$ cat src/rtl/serial_adder_pkg.sv
// Shared types and elaboration helpers for the digit-serial adder.
package serial_adder_pkg;

    typedef enum logic [1:0] {
        IDLE = 2'd0,
        RUN  = 2'd1,
        DONE = 2'd2
    } state_t;

    function automatic int unsigned digit_count(input int unsigned width, input int unsigned digit);
        return width / digit;
    endfunction

    function automatic int unsigned count_width(input int unsigned width, input int unsigned digit);
        int unsigned n;
        n = width / digit;
        return (n < 2) ? 1 : $clog2(n);
    endfunction

    function automatic bit params_ok(input int unsigned width, input int unsigned digit);
        return (width >= 1) && (width <= 64) && (digit >= 1) && (digit <= width) &&
               ((width % digit) == 0);
    endfunction

endpackage

$ cat src/rtl/serial_adder_digit_adder.sv
// Full-adder cell and the DIGIT-bit ripple chain used once per RUN cycle.
module fulladd (
    input  logic a,
    input  logic b,
    input  logic ci,
    output logic s,
    output logic co
);
    assign s  = a ^ b ^ ci;
    assign co = (a & b) | (ci & (a ^ b));
endmodule

module digit_adder #(
    parameter int unsigned DIGIT = 4
) (
    input  logic             ci,
    input  logic [DIGIT-1:0] a,
    input  logic [DIGIT-1:0] b,
    output logic [DIGIT-1:0] sum,
    output logic             co,
    output logic             c_msb
);
    logic [DIGIT:0] c;

    assign c[0] = ci;

    for (genvar i = 0; i < DIGIT; i++) begin : g_fa
        fulladd u_fa (
            .a  (a[i]),
            .b  (b[i]),
            .ci (c[i]),
            .s  (sum[i]),
            .co (c[i+1])
        );
    end

    assign co    = c[DIGIT];
    assign c_msb = c[DIGIT-1];
endmodule

$ cat src/rtl/serial_adder.sv
// Digit-serial adder/subtractor: WIDTH-bit operands processed DIGIT bits per cycle.
module serial_adder
    import serial_adder_pkg::*;
#(
    parameter int unsigned WIDTH = 16,
    parameter int unsigned DIGIT = 4
) (
    input  logic             Clock,
    input  logic             Reset,
    input  logic             Start,
    input  logic             Sub,
    input  logic             Cin,
    input  logic [WIDTH-1:0] X,
    input  logic [WIDTH-1:0] Y,
    output logic [WIDTH-1:0] S,
    output logic             Cout,
    output logic             Overflow,
    output logic             Busy,
    output logic             Done
);
    localparam int unsigned N  = digit_count(WIDTH, DIGIT);
    localparam int unsigned CW = count_width(WIDTH, DIGIT);

    if (!params_ok(WIDTH, DIGIT)) begin : g_param_check
        $error("serial_adder: WIDTH must be 1..64 and a multiple of DIGIT (1..WIDTH)");
    end

    state_t           state;
    state_t           state_next;
    logic [CW-1:0]    cnt;
    logic [WIDTH-1:0] x_sr;
    logic [WIDTH-1:0] y_sr;
    logic [WIDTH-1:0] s_sr;
    logic [WIDTH-1:0] s_shift;
    logic [WIDTH-1:0] sum_top;
    logic             carry;
    logic [DIGIT-1:0] digit_sum;
    logic             digit_co;
    logic             digit_cmsb;
    logic             accept;
    logic             last_digit;

    digit_adder #(.DIGIT(DIGIT)) u_digit (
        .ci    (carry),
        .a     (x_sr[DIGIT-1:0]),
        .b     (y_sr[DIGIT-1:0]),
        .sum   (digit_sum),
        .co    (digit_co),
        .c_msb (digit_cmsb)
    );

    // Shift-and-OR form stays legal when DIGIT == WIDTH (no zero-width slice).
    assign sum_top = WIDTH'(digit_sum) << (WIDTH - DIGIT);
    assign s_shift = (s_sr >> DIGIT) | sum_top;

    always_ff @(posedge Clock) begin
        if (Reset) begin
            state <= IDLE;
        end else begin
            state <= state_next;
        end
    end

    always_comb begin
        state_next = state;
        accept     = 1'b0;
        last_digit = 1'b0;
        case (state)
            IDLE: begin
                accept = Start;
                if (Start) state_next = RUN;
            end
            RUN: begin
                last_digit = (cnt == CW'(N - 1));
                if (last_digit) state_next = DONE;
            end
            DONE: begin
                accept     = Start;
                state_next = Start ? RUN : IDLE;
            end
            default: state_next = IDLE;
        endcase
    end

    always_ff @(posedge Clock) begin
        if (Reset) begin
            cnt      <= '0;
            x_sr     <= '0;
            y_sr     <= '0;
            s_sr     <= '0;
            carry    <= 1'b0;
            S        <= '0;
            Cout     <= 1'b0;
            Overflow <= 1'b0;
        end else if (accept) begin
            cnt   <= '0;
            x_sr  <= X;
            y_sr  <= Sub ? ~Y : Y;
            s_sr  <= '0;
            carry <= Sub ? 1'b1 : Cin;
        end else if (state == RUN) begin
            cnt   <= cnt + 1'b1;
            x_sr  <= x_sr >> DIGIT;
            y_sr  <= y_sr >> DIGIT;
            s_sr  <= s_shift;
            carry <= digit_co;
            if (last_digit) begin
                S        <= s_shift;
                Cout     <= digit_co;
                Overflow <= digit_co ^ digit_cmsb;
            end
        end
    end

    assign Busy = (state == RUN);
    assign Done = (state == DONE);
endmodule

$ cat config.mk
export PLATFORM = sky130hd
export DESIGN_NAME = serial_adder
export DESIGN_NICKNAME = d
export VERILOG_FILES = /design/src/rtl/serial_adder_pkg.sv /design/src/rtl/serial_adder_digit_adder.sv /design/src/rtl/serial_adder.sv
export SDC_FILE = /design/constraint.sdc
export NUM_CORES = 1
export LEC_CHECK = 0
export CAP_MARGIN = 20
export CORE_MARGIN = 5
export CORE_UTILIZATION = 51
export DETAILED_ROUTE_END_ITERATION = 8
export PLACE_DENSITY = 0.87
export SETUP_SLACK_MARGIN = 0.2
export SLEW_MARGIN = 20
export SYNTH_ARGS = -nofsm -noshare
export SYNTH_HDL_FRONTEND = slang
export SYNTH_SLANG_ARGS = --single-unit
$ cat constraint.sdc
create_clock -name Clock -period 3.2 [get_ports Clock]
set_clock_uncertainty 0.1 [all_clocks]
set_input_delay 0.64 -clock Clock [delete_from_list [all_inputs] [get_ports Clock]]
set_output_delay 0.64 -clock Clock [all_outputs]
set_load 0.05 [all_outputs]
==> results of run 1 <==
-- cell type report --
class	instances	area, µm²	share of cell area [%]
Timing Repair Buffer	61	603	17.1
Sequential cell	67	1340	37.9
Tap cell	72	90.1	2.55
Clock inverter	2	60.1	1.70
Multi-Input combinational cell	226	1260	35.7
Inverter	8	30.0	0.850
Clock buffer	13	149	4.21
-- kinds of logic after synthesis --
logic type	Yosys count	share of synthesized area, %
compound gates	82	17.5
fa+ha+maj	5	3.31
buf+inv	36	7.11
flops	67	47.9
xor+xnor	18	5.63
simple gates	121	18.6
-- through the flow --
step	worst slack (ns)	util [%]	instances
2_1_floorplan	0.887	-	329
3_3_place_gp	0.817	61.5	434
3_5_place_dp	0.688	61.5	434
4_1_cts	0.645	65.4	449
5_1_grt	0.449	65.4	449
6_report	0.692	65.4	449
-- routing by layer --
| layer | global-route usage (%) | part of all wire [%] | vias up |
|---|---|---|---|
| li1 | - | - | 1202 |
| met1 | 18.8 | 39 | 1121 |
| met2 | 30.3 | 52 | 74 |
| met3 | 6.02 | 6.8 | 12 |
| met4 | 9.50 | 2.2 | 0 |
| met5 | 0 | 0 | - |
-- how the worst max path moves through the flow --
stage                              start               endpoint  depth (start not counted)
global route          carry$_SDFFE_PP0P_  Overflow$_SDFFE_PP0P_                         10
global placement                     Sub   y_sr[1]$_SDFFE_PP0P_                          4
finish              y_sr[0]$_SDFFE_PP0P_     S[15]$_SDFFE_PP0P_                          8
floorplan             carry$_SDFFE_PP0P_  s_sr[15]$_SDFFE_PP0P_                          8
CTS                 y_sr[0]$_SDFFE_PP0P_     S[15]$_SDFFE_PP0P_                          8
detailed placement  y_sr[0]$_SDFFE_PP0P_     S[15]$_SDFFE_PP0P_                          8
-- where the power goes --
group	internal (mW)	total, mW	switching (mW)
combinational	0.104	0.231	0.126
sequential	0.873	0.896	0.0232
clock	0.457	0.742	0.285
-- synthesized netlist by cell type, types with 3 or more instances --
library cell	n	area, µm²
fa_1	4	80.1
clkbuf_1	6	22.5
dfxtp_1	67	1340
buf_2	12	60.1
nor3_1	8	40.0
nor2_1	13	48.8
o22ai_1	4	25.0
a211oi_1	5	37.5
buf_4	7	52.6
buf_6	3	33.8
a311oi_1	4	35.0
a21oi_1	51	255
nand2_1	68	255
a22oi_1	16	120
inv_1	7	26.3
xor2_1	16	140
nand3_1	25	125
-- sequential cells by signal (all words and copies together) (netlist names) --
register	count
S	16
x_sr	16
y_sr	16
s_sr	12
cnt	2
state	2
Cout	1
Overflow	1
carry	1
-- tightest hold or removal path, delay by kind of cell (launching register included) --
family,cells,cell delay [ns]
flip-flops,1,0.31
AND/OR/NAND/NOR,1,0.05
AO/OA/AOI/OAI,1,0.05
==> results.md, run 1 <==
- Startpoint types: register
- First-pass GRT wire length: 10.0 mm
- YS warnings: 0
- Max H-tree Level: 3
- Most used cell along the critical path: fa_1
- Clk slew on worst S/H paths: 0.07 ns
- Setup TNS: 0 ns
- Hold slack: 0.355 ns
- Die Area: 7070 µm²
- Fill cells: 474
- P_leak: 1.24 nW
- Gr usage total: 17.6%
- VDD IR-drop max: 0.322 mV
- FF-to-FF End: S[15]$_SDFFE_PP0P_
- Tot Pwr: 1.87 mW
- Core area: 5410 µm²
- Top FF cell, synth: dfxtp_1
- Initial antenna violation count: 0
- PwrDens: around 530 nW/µm²
- Die Ht: 84.1 µm
- DR vias/cell: between 5 and 6
- Crit Path Max Fanout: 2
- Delay-heaviest family, CP: adder cells
- Crit Reg-Reg Startpoint: y_sr[0]$_SDFFE_PP0P_
- Diode count: 0
- Remaining Overflow, GRT: 0
- Clk root buf: clkbuf_8
- Reg2Reg Setup Slack: ~0.69 ns
- Vias: roughly 2400
- Pre-Repair DR Iteration Count: 4
- Worst EP required: 3.33 ns
- WS Path Type: reg -> reg
- Final net count: 415
- Synthesized Nets: approximately 370
- CP bufs+invs: 3
- Max Transition Viols Final: 0
- Post-DP HPWL: a little over 4 mm
- Worst Hold Endpoint: S[11]$_SDFFE_PP0P_
- Synth Register Bits: 67
- Drt initial violations: 130
- CTS tree: built
- CP arrival: 2.64 ns
- Crit path time final: approximately 2.5 ns
- RSZ-0062 raised after global routing: no
- Number of setup buffers added after CTS: 0
- Die width: 84.1 µm
- Outcome: finished clean
- Final instance area: roughly 3500 µm²
- Final worst-path cycle share: between 70% and 80%
- Drt drc: 0
- CTS resizes: 0
- Syn_area_per_cell: 8.51 µm²
- Synth Instances: between 300 and 400
- RePlAce Congestion: 0.762
- Post-synthesis sequential area ratio: 47.9%
- Post-synth EDFFs: 0
- Core Rows: 27
- Slowest cell on crit path: fa_1
- Port bufs: 56
- Endpoints failing hold: 0
- Vias in the first global route: 2291
- F_max: 399 MHz
- CTS sink count: 67
- Post-CTS Hold Buffers: 0
- Synth unique cells: 27
- Peak per-stage delay on the critical path: 0.47 ns
- Synth async-reset ratio: 0%
- Area grow syn2layout: 26.3%
- Min-Delay Path Class: reg -> reg
- Commonest non-fill, non-tap cells in the layout: nand2_1 (68), dfxtp_1 (67), clkdlybuf4s50_1 (54)
- CP Cell Sequence: inv_1 > fa_1 > inv_1 > fa_1 > fa_1 > inv_1 > fa_1 > a211oi_1
- Min-delay src: S[11]$_SDFFE_PP0P_
- Post-DRT Antenna Nets: 0
- Clock buffer depth: 2
- Syn Std Cell Area: 2800 µm²
- Largest net degree at the start of global routing: 54
- # IOs: 57
- Hold Path Stages: 2
- Final WL: 6.10 mm
- CP Capture Type: register
- Slew Limit Headroom: 40.1%
- # setup viols final: 0
- Ratio of cells with drive above 1 in the final layout: under 10%
- Commonest non-fill, non-tap cell in the layout: nand2_1
- Slew @ Worst Pin: 0.895 ns
- Number of buffers created by CTS: 9
- Worst-skew pair later-pin latency: approximately 0.32 ns
- Worst-case reg-to-reg path depth: 8
- Max Cap Viol: 0
- Mean routed wirelength per cell: 13.6 µm
- Initial Util: 51.8%
- Dpl cell area: 3330 µm²
(Power assumes the default switching activity.)
==> inputs of run 2 (changes only) <==
Clock period 3.2 ns to 2.37 ns, I/O delays scaled along.
==> run 2 against run 1 <==
  * Non-clock buffer count is 3 higher
  * Cell area increased by 0.99%
  * Critical path depth stayed put
  * Core utilization rose by 0.65 points
  * Clock power is 24% higher
  * Critical endpoint unchanged
==> results.md, run 2 (synthesis results as in run 1) <==
- Initial Util: 51.8% (unchanged)
- Setup TNS: 0 ns (unchanged)
- WS Path Type: reg -> reg
- Biggest registers after layout: S: 16 flops, x_sr: 16 flops, y_sr: 16 flops
- Endpoints failing hold: 0 (unchanged)
- RePlAce Congestion: 0.794 (+4.1%)
- Die Area: 7070 µm² (unchanged)
- Drt initial violations: 102 (-22%)
- Final instance area: 3570 µm² (+0.99%)
- CTS tree: built
- Number of buffers created by CTS: 9 (unchanged)
- Most used cell along the critical path: fa_2
- Final net count: 418 (+0.72%)
- First-pass GRT wire length: 9.56 mm (-4.7%)
- Die Ht: 84.1 µm (unchanged)
- Vias in the first global route: 2149 (-6.2%)
- F_max: 451 MHz (+13%)
- PwrDens: 685 nW/µm² (+30%)
- P_leak: 1.26 nW (+1.5%)
- Max Transition Viols Final: 0 (unchanged)
- CP bufs+invs: 3 (unchanged)
- Port bufs: 56 (unchanged)
- Dpl cell area: 3340 µm² (+0.45%)
- CP Cell Sequence: inv_2 > fa_2 > inv_2 > fa_2 > fa_2 > inv_2 > fa_2 > a211oi_2
- Post-DP HPWL: 3.96 mm (-1.8%)
- Delay-heaviest family, CP: adder cells
- CP arrival: 2.38 ns (-0.26 ns)
- Startpoint types: register
- CP Capture Type: register
- # setup viols final: 0 (unchanged)
- Slowest cell on crit path: fa_2
- RSZ-0062 raised after global routing: yes
- Tot Pwr: 2.45 mW (+31%)
- Final WL: 5.91 mm (-3.1%)
- Ratio of cells with drive above 1 in the final layout: 11.3% (+5.5 points)
- Diode count: 0 (unchanged)
- Mean routed wirelength per cell: 13.0 µm (-4.0%)
- Core Rows: 27 (unchanged)
- Remaining Overflow, GRT: 0 (unchanged)
- CTS sink count: 67 (unchanged)
- Clk root buf: clkbuf_8
- Vias: 2372 (-1.5%)
- Post-DRT Antenna Nets: 0 (unchanged)
- Worst EP required: 2.53 ns (-0.80 ns)
- Max H-tree Level: 3 (unchanged)
- Crit path time final: 2.22 ns (-0.289 ns)
- Die width: 84.1 µm (unchanged)
- # IOs: 57 (unchanged)
- Commonest non-fill, non-tap cells in the layout: nand2_1 (68), dfxtp_1 (65), clkdlybuf4s50_1 (53)
- Crit Path Max Fanout: 2 (unchanged)
- Core area: 5410 µm² (unchanged)
- VDD IR-drop max: 0.411 mV (+28%)
- Peak per-stage delay on the critical path: 0.45 ns (-0.02 ns)
- Max Cap Viol: 0 (unchanged)
- Slew Limit Headroom: 53.0% (+13 points)
- Clk slew on worst S/H paths: 0.07 ns (about the same)
- Gr usage total: 16.6% (-1.0 points)
- Min-Delay Path Class: reg -> reg
- Hold slack: 0.354 ns (-0.00105 ns)
- Area grow syn2layout: 27.5%
- Worst-skew pair later-pin latency: 0.34 ns (+0.02 ns)
- Drt drc: 0 (unchanged)
- Pre-Repair DR Iteration Count: 5 (+1)
- Commonest non-fill, non-tap cell in the layout: nand2_1
- DR vias/cell: 5.24 (-2.4%)
- Fill cells: 468 (-1.3%)
- Outcome: finished clean
- Final Util: 66.0% (+0.65 points)
- Largest net degree at the start of global routing: 54 (unchanged)
- Initial antenna violation count: 0 (unchanged)
- Slew @ Worst Pin: 0.704 ns (-0.191 ns)
- Clock buffer depth: 2 (unchanged)
- Final worst-path cycle share: 93.6% (+15 points)
## run 2: changes by cell type in the layout (fill, tap and decap cells not counted), moves of 2 or more
cell        before  now
inv_1            7    2
inv_2            1    6
clkinv_2         0    3
a211oi_2         0    2
dfxtp_1         67   65
clkinvlp_4       0    2
a211oi_1         5    3
dfxtp_2          0    2
fa_1             4    0
clkbuf_1         3    0
fa_2             0    4
buf_4            5    8
## run 2: worst reg2reg max path, cell delays in order, from the launching register on
cell      delay (ns)
dfxtp_2         0.33
inv_2           0.05
fa_2            0.20
inv_2           0.04
fa_2            0.33
fa_2            0.37
inv_2           0.07
fa_2            0.45
a211oi_2        0.21
## run 2: what timing repair did
action                     CTS  global route
setup buffers                1             1
setup endpoints to repair    6             4
pin swaps                    6             3
hold buffers                 0             0
hold endpoints to repair     0             0
gates resized for setup      9             1
## run 2: final cells by class
type | count | area, µm² | share of cell area (%)
inverters | 8 | 30.0 | 0.841
flip-flops and latches | 67 | 1340 | 37.6
clock inverters | 7 | 68.8 | 1.93
clock buffers | 9 | 124 | 3.47
repair buffers | 64 | 624 | 17.5
well taps | 72 | 90.1 | 2.52
multi-input cells | 226 | 1290 | 36.1
## run 2: final timing paths
check | from | to | slack, ns | depth (start not counted)
hold / removal | S[6]$_SDFFE_PP0P_ | S[6]$_SDFFE_PP0P_ | 0.35 | 2
setup / recovery | y_sr[0]$_SDFFE_PP0P_ | S[15]$_SDFFE_PP0P_ | 0.15 | 8
hold reg to reg | S[6]$_SDFFE_PP0P_ | S[6]$_SDFFE_PP0P_ | 0.35 | 2
setup reg to reg | y_sr[0]$_SDFFE_PP0P_ | S[15]$_SDFFE_PP0P_ | 0.15 | 8
## run 2: power breakdown
group / total [mW] / switching [mW] / leakage, nW / internal [mW]
logic: 0.316 / 0.169 / 0.616 / 0.147
registers: 1.21 / 0.0321 / 0.547 / 1.18
clock network: 0.918 / 0.437 / 0.0950 / 0.481
## run 2: routing by layer
layer | wire (µm) | global-route usage, % | vias up
li1 | - | - | 1209
met1 | 2500 | 19.6 | 1088
met2 | 2910 | 27.8 | 66
met3 | 426 | 4.54 | 9
met4 | 81 | 7.89 | 0
met5 | 0 | 0 | -
## run 2: stage by stage
step	worst slack, ns	instances
floorplan	0.211	329
global placement	0.134	435
detailed placement	0.0741	435
CTS	0.107	452
global route	0.113	453
finish	0.151	453
==> inputs of run 3 (changes only) <==
--- a/constraint.sdc
+++ b/constraint.sdc
@@ -4,2 +4,2 @@
 set_output_delay 0.474 -clock Clock [all_outputs]
-set_load 0.05 [all_outputs]
+set_load 0.01 [all_outputs]
==> run 3 against run 2 <==
  * Clock power rose by 2.2%
  * Register-to-register slack barely moved
  * Worst hold slack worse by 0.0021 ns
  * Count of clock-buffer cells in the layout up 4
  * Critical path depth unchanged
  * Sequential share of layout area is essentially flat
==> results.md, run 3 (synthesis results as in run 1) <==
- Outcome: finished clean
- Min-Delay Path Class: reg -> reg
- Worst-case reg-to-reg path depth: 8 (unchanged)
- Biggest registers after layout: S: 16 flops, x_sr: 16 flops, y_sr: 16 flops
- Clk root buf: clkbuf_8
- Final Util: 66.1% (+0.093 points)
- CTS tree: built
- Core area: 5410 µm² (unchanged)
- Max Transition Viols Final: 0 (unchanged)
- DR vias/cell: 5.29 (+1.0%)
- Final WL: 6.15 mm (+4.1%)
- Core Rows: 27 (unchanged)
- F_max: 449 MHz (-0.34%)
- Commonest non-fill, non-tap cells in the layout: nand2_1 (68), dfxtp_1 (64), clkdlybuf4s50_1 (55)
- Post-CTS Hold Buffers: 0 (unchanged)
- Setup TNS: 0 ns (unchanged)
- RSZ-0062 raised after global routing: yes
- Die width: 84.1 µm (unchanged)
- Slew Limit Headroom: 52.1% (-0.90 points)
- Final net count: 420 (+0.48%)
- Crit path time final: 2.23 ns (+0.00758 ns)
- Vias in the first global route: 2172 (+1.1%)
- Clock buffer depth: 2 (unchanged)
- Max H-tree Level: 3 (unchanged)
- Diode count: 0 (unchanged)
- Tot Pwr: 2.46 mW (+0.79%)
- # setup viols final: 0 (unchanged)
- Drt initial violations: 111 (+8.8%)
- WS Path Type: reg -> reg
- Largest net degree at the start of global routing: 54 (unchanged)
- PwrDens: 689 nW/µm² (+0.65%)
- Crit Path Max Fanout: 2 (unchanged)
- VDD IR-drop max: 0.594 mV (+44%)
- Pre-Repair DR Iteration Count: 5 (unchanged)
- Vias: 2402 (+1.3%)
- Ratio of cells with drive above 1 in the final layout: 11.0% (-0.29 points)
- Drt drc: 0 (unchanged)
- Hold slack: 0.352 ns (-0.00212 ns)
- CP Capture Type: register
- Startpoint types: register
- Die Ht: 84.1 µm (unchanged)
- Worst EP required: 2.53 ns (about the same)
- Hold Path Stages: 2 (unchanged)
- Area grow syn2layout: 27.7%
- Clk slew on worst S/H paths: 0.07 ns (about the same)
- Post-Place Cells: 435 (unchanged)
- Slew @ Worst Pin: 0.718 ns (+0.0135 ns)
- Max Cap Viol: 0 (unchanged)
- Die Area: 7070 µm² (unchanged)
- Initial Util: 51.8% (unchanged)
- Commonest non-fill, non-tap cell in the layout: nand2_1
- Post-DP HPWL: 4.04 mm (+1.9%)
- CTS sink count: 67 (unchanged)
- Port bufs: 56 (unchanged)
- Mean routed wirelength per cell: 13.6 µm (+3.9%)
- Final std cells w/o fill: 454 (+0.22%)
- Post-DRT Antenna Nets: 0 (unchanged)
- Worst-skew pair later-pin latency: 0.34 ns (about the same)
- Final worst-path cycle share: 93.9% (+0.32 points)
- CP arrival: 2.39 ns (about the same)
- Number of buffers created by CTS: 9 (unchanged)
- RePlAce Congestion: 0.775 (-2.3%)
- First-pass GRT wire length: 9.70 mm (+1.5%)
- Initial antenna violation count: 0 (unchanged)
- Endpoints failing hold: 0 (unchanged)
- Gr usage total: 17.1% (+0.49 points)
- # IOs: 57 (unchanged)
- Remaining Overflow, GRT: 0 (unchanged)
- P_leak: 1.25 nW (-0.36%)
-- run 3: final timing paths --
kind,startpoint,endpoint,slack [ns]
setup reg to reg,y_sr[0]$_SDFFE_PP0P_,S[15]$_SDFFE_PP0P_,0.14
hold / removal,S[10]$_SDFFE_PP0P_,S[10]$_SDFFE_PP0P_,0.35
setup / recovery,y_sr[0]$_SDFFE_PP0P_,S[15]$_SDFFE_PP0P_,0.14
hold reg to reg,S[10]$_SDFFE_PP0P_,S[10]$_SDFFE_PP0P_,0.35
-- run 3: report_power, final --
part | total, mW | internal [mW] | switching [mW]
sequential | 1.21 | 1.18 | 0.0339
combinational | 0.312 | 0.146 | 0.167
clock | 0.938 | 0.537 | 0.401
-- run 3: per-stage QoR --
step	instance area, µm²	setup slack (ns)
floorplan	2810	0.211
global placement	3330	0.134
detailed placement	3330	0.0463
CTS	3550	0.109
global route	3570	0.0927
finish	3570	0.144
-- run 3: worst max-delay path: stages (launching register included) --
cell and delay, ns:
dfxtp_2 0.33, inv_2 0.06, fa_2 0.19, inv_2 0.04, fa_2 0.34, fa_2 0.37
inv_2 0.07, fa_2 0.46, a211oi_2 0.19
-- run 3: repair_timing --
item,CTS,global route
endpoints found under the hold margin,0,0
resized for setup,7,3
setup endpoints to repair,5,4
pin swaps,7,7
buffers inserted,2,2
-- run 3: cell type report --
class / instances / area, µm²
Tap cell: 72 / 90.1
Fill cell: 459 / 1830
Multi-Input combinational cell: 226 / 1280
Inverter: 8 / 30.0
Clock buffer: 13 / 159
Clock inverter: 2 / 35.0
Timing Repair Buffer: 66 / 631
Sequential cell: 67 / 1350
-- run 3: per-layer routing --
layer  global-route usage (%)  wire, µm  share of wire (%)
met5                        0         0                  0
met1                     18.9      2520                 41
met4                     6.14        80                1.3
met3                     7.11       409                6.6
met2                     29.3      3140                 51
